### src/rtl/systolic_drain.sv
// -----------------------------------------------------------------------------
// systolic_drain
//   Sequencer for an N x N systolic multiply array. A run clears the array,
//   keeps the operand feeder enabled for k_len cycles, waits for the wavefront
//   to fill and drain, snapshots all N*N accumulators into a shadow bank and
//   streams them out one cell per beat over a valid/ready handshake.
//
// Ports
//   sys_clk    in   sole clock, rising edge
//   sys_rst_n  in   asynchronous active-low reset
//   start      in   begin a run (sampled only when idle)
//   k_len      in   number of inner-product terms (sampled with start)
//   sum_in     in   flattened accumulators, cell i at sum_in[W*i +: W]
//   arr_clr    out  one-cycle synchronous clear to the array
//   feed_en    out  feeder must present operands
//   busy       out  high whenever a run is in progress
//   out_valid  out  result beat valid
//   out_ready  in   downstream accepts the beat
//   out_data   out  shadow copy of the current cell
//   out_idx    out  index of the current cell
//   out_last   out  marks the beat for cell N*N-1
//   done       out  one-cycle pulse at run completion
// -----------------------------------------------------------------------------
module systolic_drain #(
   parameter int N  = 4,
   parameter int W  = 8,
   parameter int CW = 8,
   localparam int IW = ((N * N) > 1) ? $clog2(N * N) : 1
) (
   input  logic               sys_clk,
   input  logic               sys_rst_n,
   input  logic               start,
   input  logic [CW-1:0]      k_len,
   input  logic [N*N*W-1:0]   sum_in,
   output logic               arr_clr,
   output logic               feed_en,
   output logic               busy,
   output logic               out_valid,
   input  logic               out_ready,
   output logic [W-1:0]       out_data,
   output logic [IW-1:0]      out_idx,
   output logic               out_last,
   output logic               done
);

   localparam int CELLS = N * N;
   // Wide enough for k_len max plus the 2N-2 fill/drain tail without wrap.
   localparam int CNTW = CW + $clog2(2 * N) + 1;
   localparam logic [CNTW-1:0] FILL_DRAIN = CNTW'(2 * N - 2);
   localparam logic [IW-1:0]   LAST_IDX   = IW'(CELLS - 1);

   typedef enum logic [2:0] {
      IDLE    = 3'd0,
      CLEAR   = 3'd1,
      COMPUTE = 3'd2,
      CAPTURE = 3'd3,
      STREAM  = 3'd4,
      FIN     = 3'd5
   } state_t;

   state_t          state_r;
   logic [CW-1:0]   k_len_r;
   logic [CNTW-1:0] cnt_r;
   logic [W-1:0]    shadow_r [CELLS];

   logic            arr_clr_r;
   logic            feed_en_r;
   logic            busy_r;
   logic            out_valid_r;
   logic [W-1:0]    out_data_r;
   logic [IW-1:0]   out_idx_r;
   logic            out_last_r;
   logic            done_r;

   logic [CNTW-1:0] k_ext_s;
   logic [CNTW-1:0] compute_len_s;
   logic [CNTW-1:0] cnt_next_s;
   logic [IW-1:0]   idx_next_s;

   // Derived counts: COMPUTE length and next counter / beat index.
   always_comb begin
      k_ext_s       = CNTW'(k_len_r);
      compute_len_s = k_ext_s + FILL_DRAIN;
      cnt_next_s    = cnt_r + CNTW'(1'b1);
      idx_next_s    = out_idx_r + IW'(1'b1);
   end

   // Run sequencer with all outputs registered.
   always_ff @(posedge sys_clk or negedge sys_rst_n) begin
      if (!sys_rst_n) begin
         state_r     <= IDLE;
         k_len_r     <= '0;
         cnt_r       <= '0;
         arr_clr_r   <= 1'b0;
         feed_en_r   <= 1'b0;
         busy_r      <= 1'b0;
         out_valid_r <= 1'b0;
         out_data_r  <= '0;
         out_idx_r   <= '0;
         out_last_r  <= 1'b0;
         done_r      <= 1'b0;
         for (int i = 0; i < CELLS; i++) begin
            shadow_r[i] <= '0;
         end
      end else begin
         case (state_r)
            IDLE: begin
               if (start) begin
                  k_len_r   <= k_len;
                  cnt_r     <= '0;
                  arr_clr_r <= 1'b1;
                  busy_r    <= 1'b1;
                  state_r   <= CLEAR;
               end
            end
            CLEAR: begin
               arr_clr_r <= 1'b0;
               cnt_r     <= '0;
               // Only a 1x1 array with k_len=0 has an empty compute phase.
               if (compute_len_s == '0) begin
                  state_r <= CAPTURE;
               end else begin
                  feed_en_r <= (k_len_r != '0);
                  state_r   <= COMPUTE;
               end
            end
            COMPUTE: begin
               cnt_r     <= cnt_next_s;
               // Feeder stays on while the cycle about to start is < k_len.
               feed_en_r <= (cnt_next_s < k_ext_s);
               if (cnt_next_s == compute_len_s) begin
                  feed_en_r <= 1'b0;
                  state_r   <= CAPTURE;
               end
            end
            CAPTURE: begin
               for (int i = 0; i < CELLS; i++) begin
                  shadow_r[i] <= sum_in[W*i +: W];
               end
               // Shadow is written on this same edge, so beat 0 comes from sum_in.
               out_data_r  <= sum_in[W-1:0];
               out_idx_r   <= '0;
               out_last_r  <= (LAST_IDX == '0);
               out_valid_r <= 1'b1;
               state_r     <= STREAM;
            end
            STREAM: begin
               if (out_ready) begin
                  if (out_last_r) begin
                     out_valid_r <= 1'b0;
                     out_last_r  <= 1'b0;
                     done_r      <= 1'b1;
                     state_r     <= FIN;
                  end else begin
                     out_idx_r  <= idx_next_s;
                     out_data_r <= shadow_r[idx_next_s];
                     out_last_r <= (idx_next_s == LAST_IDX);
                  end
               end
            end
            FIN: begin
               done_r  <= 1'b0;
               busy_r  <= 1'b0;
               state_r <= IDLE;
            end
            default: begin
               arr_clr_r   <= 1'b0;
               feed_en_r   <= 1'b0;
               busy_r      <= 1'b0;
               out_valid_r <= 1'b0;
               out_last_r  <= 1'b0;
               done_r      <= 1'b0;
               state_r     <= IDLE;
            end
         endcase
      end
   end

   assign arr_clr   = arr_clr_r;
   assign feed_en   = feed_en_r;
   assign busy      = busy_r;
   assign out_valid = out_valid_r;
   assign out_data  = out_data_r;
   assign out_idx   = out_idx_r;
   assign out_last  = out_last_r;
   assign done      = done_r;

endmodule

### config.mk
export PLATFORM = sky130hd
export DESIGN_NAME = systolic_drain
export DESIGN_NICKNAME = d
export VERILOG_FILES = /design/src/rtl/systolic_drain.sv
export SDC_FILE = /design/constraint.sdc
export NUM_CORES = 1
export LEC_CHECK = 0
export BUFFER_PORTS_ARGS = -buffer_cell sky130_fd_sc_hd__buf_2
export CORE_AREA = 2 2 132 134
export CTS_BUF_LIST = sky130_fd_sc_hd__clkbuf_16
export CTS_CLUSTER_SIZE = 16
export DETAILED_ROUTE_END_ITERATION = 10
export DIE_AREA = 0 0 134 136
export PLACE_DENSITY = 0.75
export RECOVER_POWER = 25
export SYNTH_ARGS = -nofsm -noshare
export SYNTH_HDL_FRONTEND = slang
export SYNTH_SLANG_ARGS = --single-unit
### constraint.sdc
create_clock -name sys_clk -period 3 [get_ports sys_clk]
set_input_delay 0.6 -clock sys_clk [delete_from_list [all_inputs] [get_ports sys_clk]]
set_output_delay 0.6 -clock sys_clk [all_outputs]
set_load 0.1 [all_outputs]
==> summary.md <==
| Metric | Value |
|---|---|
| Final setup viols | 0 |
| H-tree depth reported by CTS | 4 |
| Final Hold Vio Count | 0 |
| Final setup TNS | 0 ns |
| Req. time, crit path | 3.35 ns |
| # nets final | 1193 |
| Post-CTS Hold Fix Bufs | 0 |
| CTS sink count | 169 |
| Syn Nets | 1051 |
| Drt first-iter violations | slightly above 600 |
| Mux contribution to synthesized area | 0.101 |
| Syn avg cell area | roughly 9.2 µm² |
| Post-Synth XOR/XNOR Area | 0.0228 |
| Failing checks | max-capacitance violations, max-slew violations |
| CTS buffer count | 17 |
| Initial antenna violation count | 1 |
| Clock skew after layout | 0.0119 ns |
| Postcts setup bufs | 0 |
| EDFF count, synth | 0 |
| DRC viols | 0 |
| RSZ-0062 raised after global routing | no |
| Pre-CTS setup slack | 0.359 ns |
| Startpoint types | flop |
| Wirelength per Cell | 16.4 µm |
| Maximum clock rate | 379 MHz |
| Crit. End Element | flop |
| Slew Limit Fails | 65 |
| IO Count | 158 |
| Vias in the first global route | 6750 |
| Worst Tran Pin Value | 1.77 ns |
| Slew margin rel. | -0.179 |
| First-pass GRT wire length | approximately 34 mm |
| CP max stage delay | approximately 0.43 ns |
| Worst EP arrival | around 3 ns |
| Count of different cell masters after synthesis | 55 |
| RR Endpoint | feed_en$_DFFE_PN0P_ |
| Post-Route WL | approximately 21 mm |
| Num rows | 48 |
| Ys Warns | 0 |
| Post-DP Area | 9360 µm² |
| Clock-pin slew on the worst setup and hold paths | 0.07 ns |
| Core area | 16900 µm² |
| Setup crit start | cnt_r[2]$_DFFE_PN0P_ |
| Sequential area share after synthesis | 0.511 |
| Synth Instances | 899 |
| Commonest non-fill, non-tap cell in the layout | nand2_1 |
| Gr usage total | 0.245 |
| Share of layout cells above drive strength 1 | 0.235 |
| Die Y | 136 µm |
| Fill count | 1461 |
| Mapped Area | 8270 µm² |
| Delay-heaviest family, CP | compound AO/OA/AOI/OAI gates |
| TritonCTS clock tree | done |
| First-pass detailed-route iteration total | 5 |
| Static leakage | 5.05 nW |
| Via density | between 5 and 6 |
| Cell count along the critical path | 9 |
| Async set-reset flop share out of synthesis | 1.00 |
| Worst hold margin | ~0.35 ns |
| WP buf/inv | 0 |
| GP Congestion | 0.862 |
| Initial Utilization | 0.490 |
| CP Cell Sequence | nand3_1, o21a_1, or2_2, ha_1, a2111oi_0, a21oi_1, a2111oi_0, nand4_1, o21ai_1 |
| Slowest cell on crit path | dfrtp_1 |
| Max-cap violations | 1 |
| Die area | 18200 µm² |
| ANT nets after route | 0 |
| Post-DP HPWL | 15.0 mm |
| Status | finished with violations |
| Fin util | 0.590 |
| Final Worst Setup Slack | 0.363 ns |
| Most frequent cells in the layout | 413 x nand2_1, 168 x dfrtp_1, 156 x buf_2 |
| Most used cell, CP | a2111oi_0 |
| WS Path Type | reg2reg |
| Area Overhead vs Synth | 20.3% |
| CP Capture Point | feed_en$_DFFE_PN0P_ |
| Routed via count | just under 7000 |
| Crit share post-route | 0.879 |
| Power density over the cells | 1100 nW/µm² |
| Reg-to-reg startpoint | cnt_r[2]$_DFFE_PN0P_ |
| Port Buffers | 157 |
| Worst VDD drop | 574 µV |
| Design area | 9950 µm² |
| Largest family of logic cells by synthesized area | simple AND/OR/NAND/NOR gates |
| Clock Latency Late Sink | 0.43 ns |
| Ys flop type | dfrtp_1 |
| Synth Area in Adders | 0.0181 |
| Largest net degree at the start of global routing | 94 |
| Crit Path Max Fanout | 6 |
| Synth Area in Compound Gates | 0.0758 |
| CTS Buffer Depth | 2 |
| Cells on worst reg2reg path | 9 |
| Hold Path Class | in2reg |
| FF+latch count, synth | 169 |
| Tmin final | 2.64 ns |
| CTS resizes | 0 |
| Root buf cell | clkbuf_16 |
| R2r setup slk | 0.36 ns |
| Die width | about 130 µm |
| Simple-gate portion of the synthesized area | 0.241 |
| Total gr overflow | 0 |
-- cells by family (layout without fill, tap and decap cells) --
group / after synthesis / in the layout
AND/OR/NAND/NOR: 494 / 494
flip-flops: 169 / 169
AO/OA/AOI/OAI: 98 / 98
buffers and inverters: 63 / 217
multiplexers: 43 / 43
XOR/XNOR: 20 / 20
adder cells (fa/ha/maj): 12 / 12
other: 0 / 1
-- synth_stat cells, drive strengths merged (2+ instances only) --
cell type	number	area, µm²
nor2	28	105
o211ai	2	15.0
or3	2	12.5
nor4	2	18.8
or2	2	12.5
inv	11	41.3
nand4	5	31.3
ha	12	150
a21oi	20	100
mux2i	10	100
o21ai	32	160
and3	7	43.8
a2111oi	2	17.5
o22ai	2	12.5
a211oi	16	120
xor2	5	43.8
o31ai	5	37.5
nor3	6	30.0
nand3	7	35.0
o22a	2	17.5
a22o	4	35.0
buf	9	52.6
dfrtp	169	4230
mux4	32	721
nor2b	12	75.1
o21a	3	22.5
xnor2	14	123
clkbuf	43	161
nand2	414	1550
-- flip-flops by register name, indices dropped and copies added, names as in the netlist --
name	count
cnt_r	12
state_r	3
done	1
busy	1
out_valid	1
feed_en	1
arr_clr	1
out_last	1
shadow_r	128
out_data	8
out_idx	4
k_len_r	8
-- per-layer routing --
layer,wire (µm),part of all wire,track usage
met1,8960,0.43,0.319
met2,10400,0.49,0.411
met3,1220,0.058,0.0496
met4,465,0.022,0.0833
met5,0,0,0
-- through the flow --
step | total power, mW | std cells
global placement | 8.51 | 1247
finish | 10.9 | 1279
floorplan | 7.37 | 899
CTS | 11.0 | 1278
global route | 11.6 | 1279
detailed placement | 8.66 | 1247
-- worst reg2reg max path: cells and delay by family (launching register included) --
family	cells	cell delay (ns)
DFF	1	0.43
adders and majority gates	1	0.20
and+or+nand+nor	3	0.61
AOI/OAI and AO/OA	5	1.33
-- cell type report --
class	instances	area [µm²]	share of cell area
Tap cell	225	282	0.0283
Clock inverter	14	171	0.0172
Sequential cell	169	4230	0.425
Multi-Input combinational cell	667	3810	0.383
Timing Repair Buffer	175	983	0.0988
Antenna cell	1	2.50	0.000251
Inverter	11	41.3	0.00415
Clock buffer	17	425	0.0427
-- report_power, final --
group	switching, mW	internal (mW)
registers	0.722	3.31
clock network	0.941	1.31
logic	2.81	1.80
-- worst min path at each step --
stage	start	endpoint	depth (start not counted)
2_1_floorplan	sys_rst_n	arr_clr$_DFFE_PN0P_	0
3_3_place_gp	shadow_r[64]$_DFFE_PN0P_	shadow_r[64]$_DFFE_PN0P_	2
3_5_place_dp	shadow_r[20]$_DFFE_PN0P_	shadow_r[20]$_DFFE_PN0P_	2
4_1_cts	sys_rst_n	k_len_r[1]$_DFFE_PN0P_	1
5_1_grt	sum_in[109]	shadow_r[21]$_DFFE_PN0P_	3
6_report	sum_in[46]	shadow_r[86]$_DFFE_PN0P_	3
Note: power is estimated with default switching activity, not from simulation.
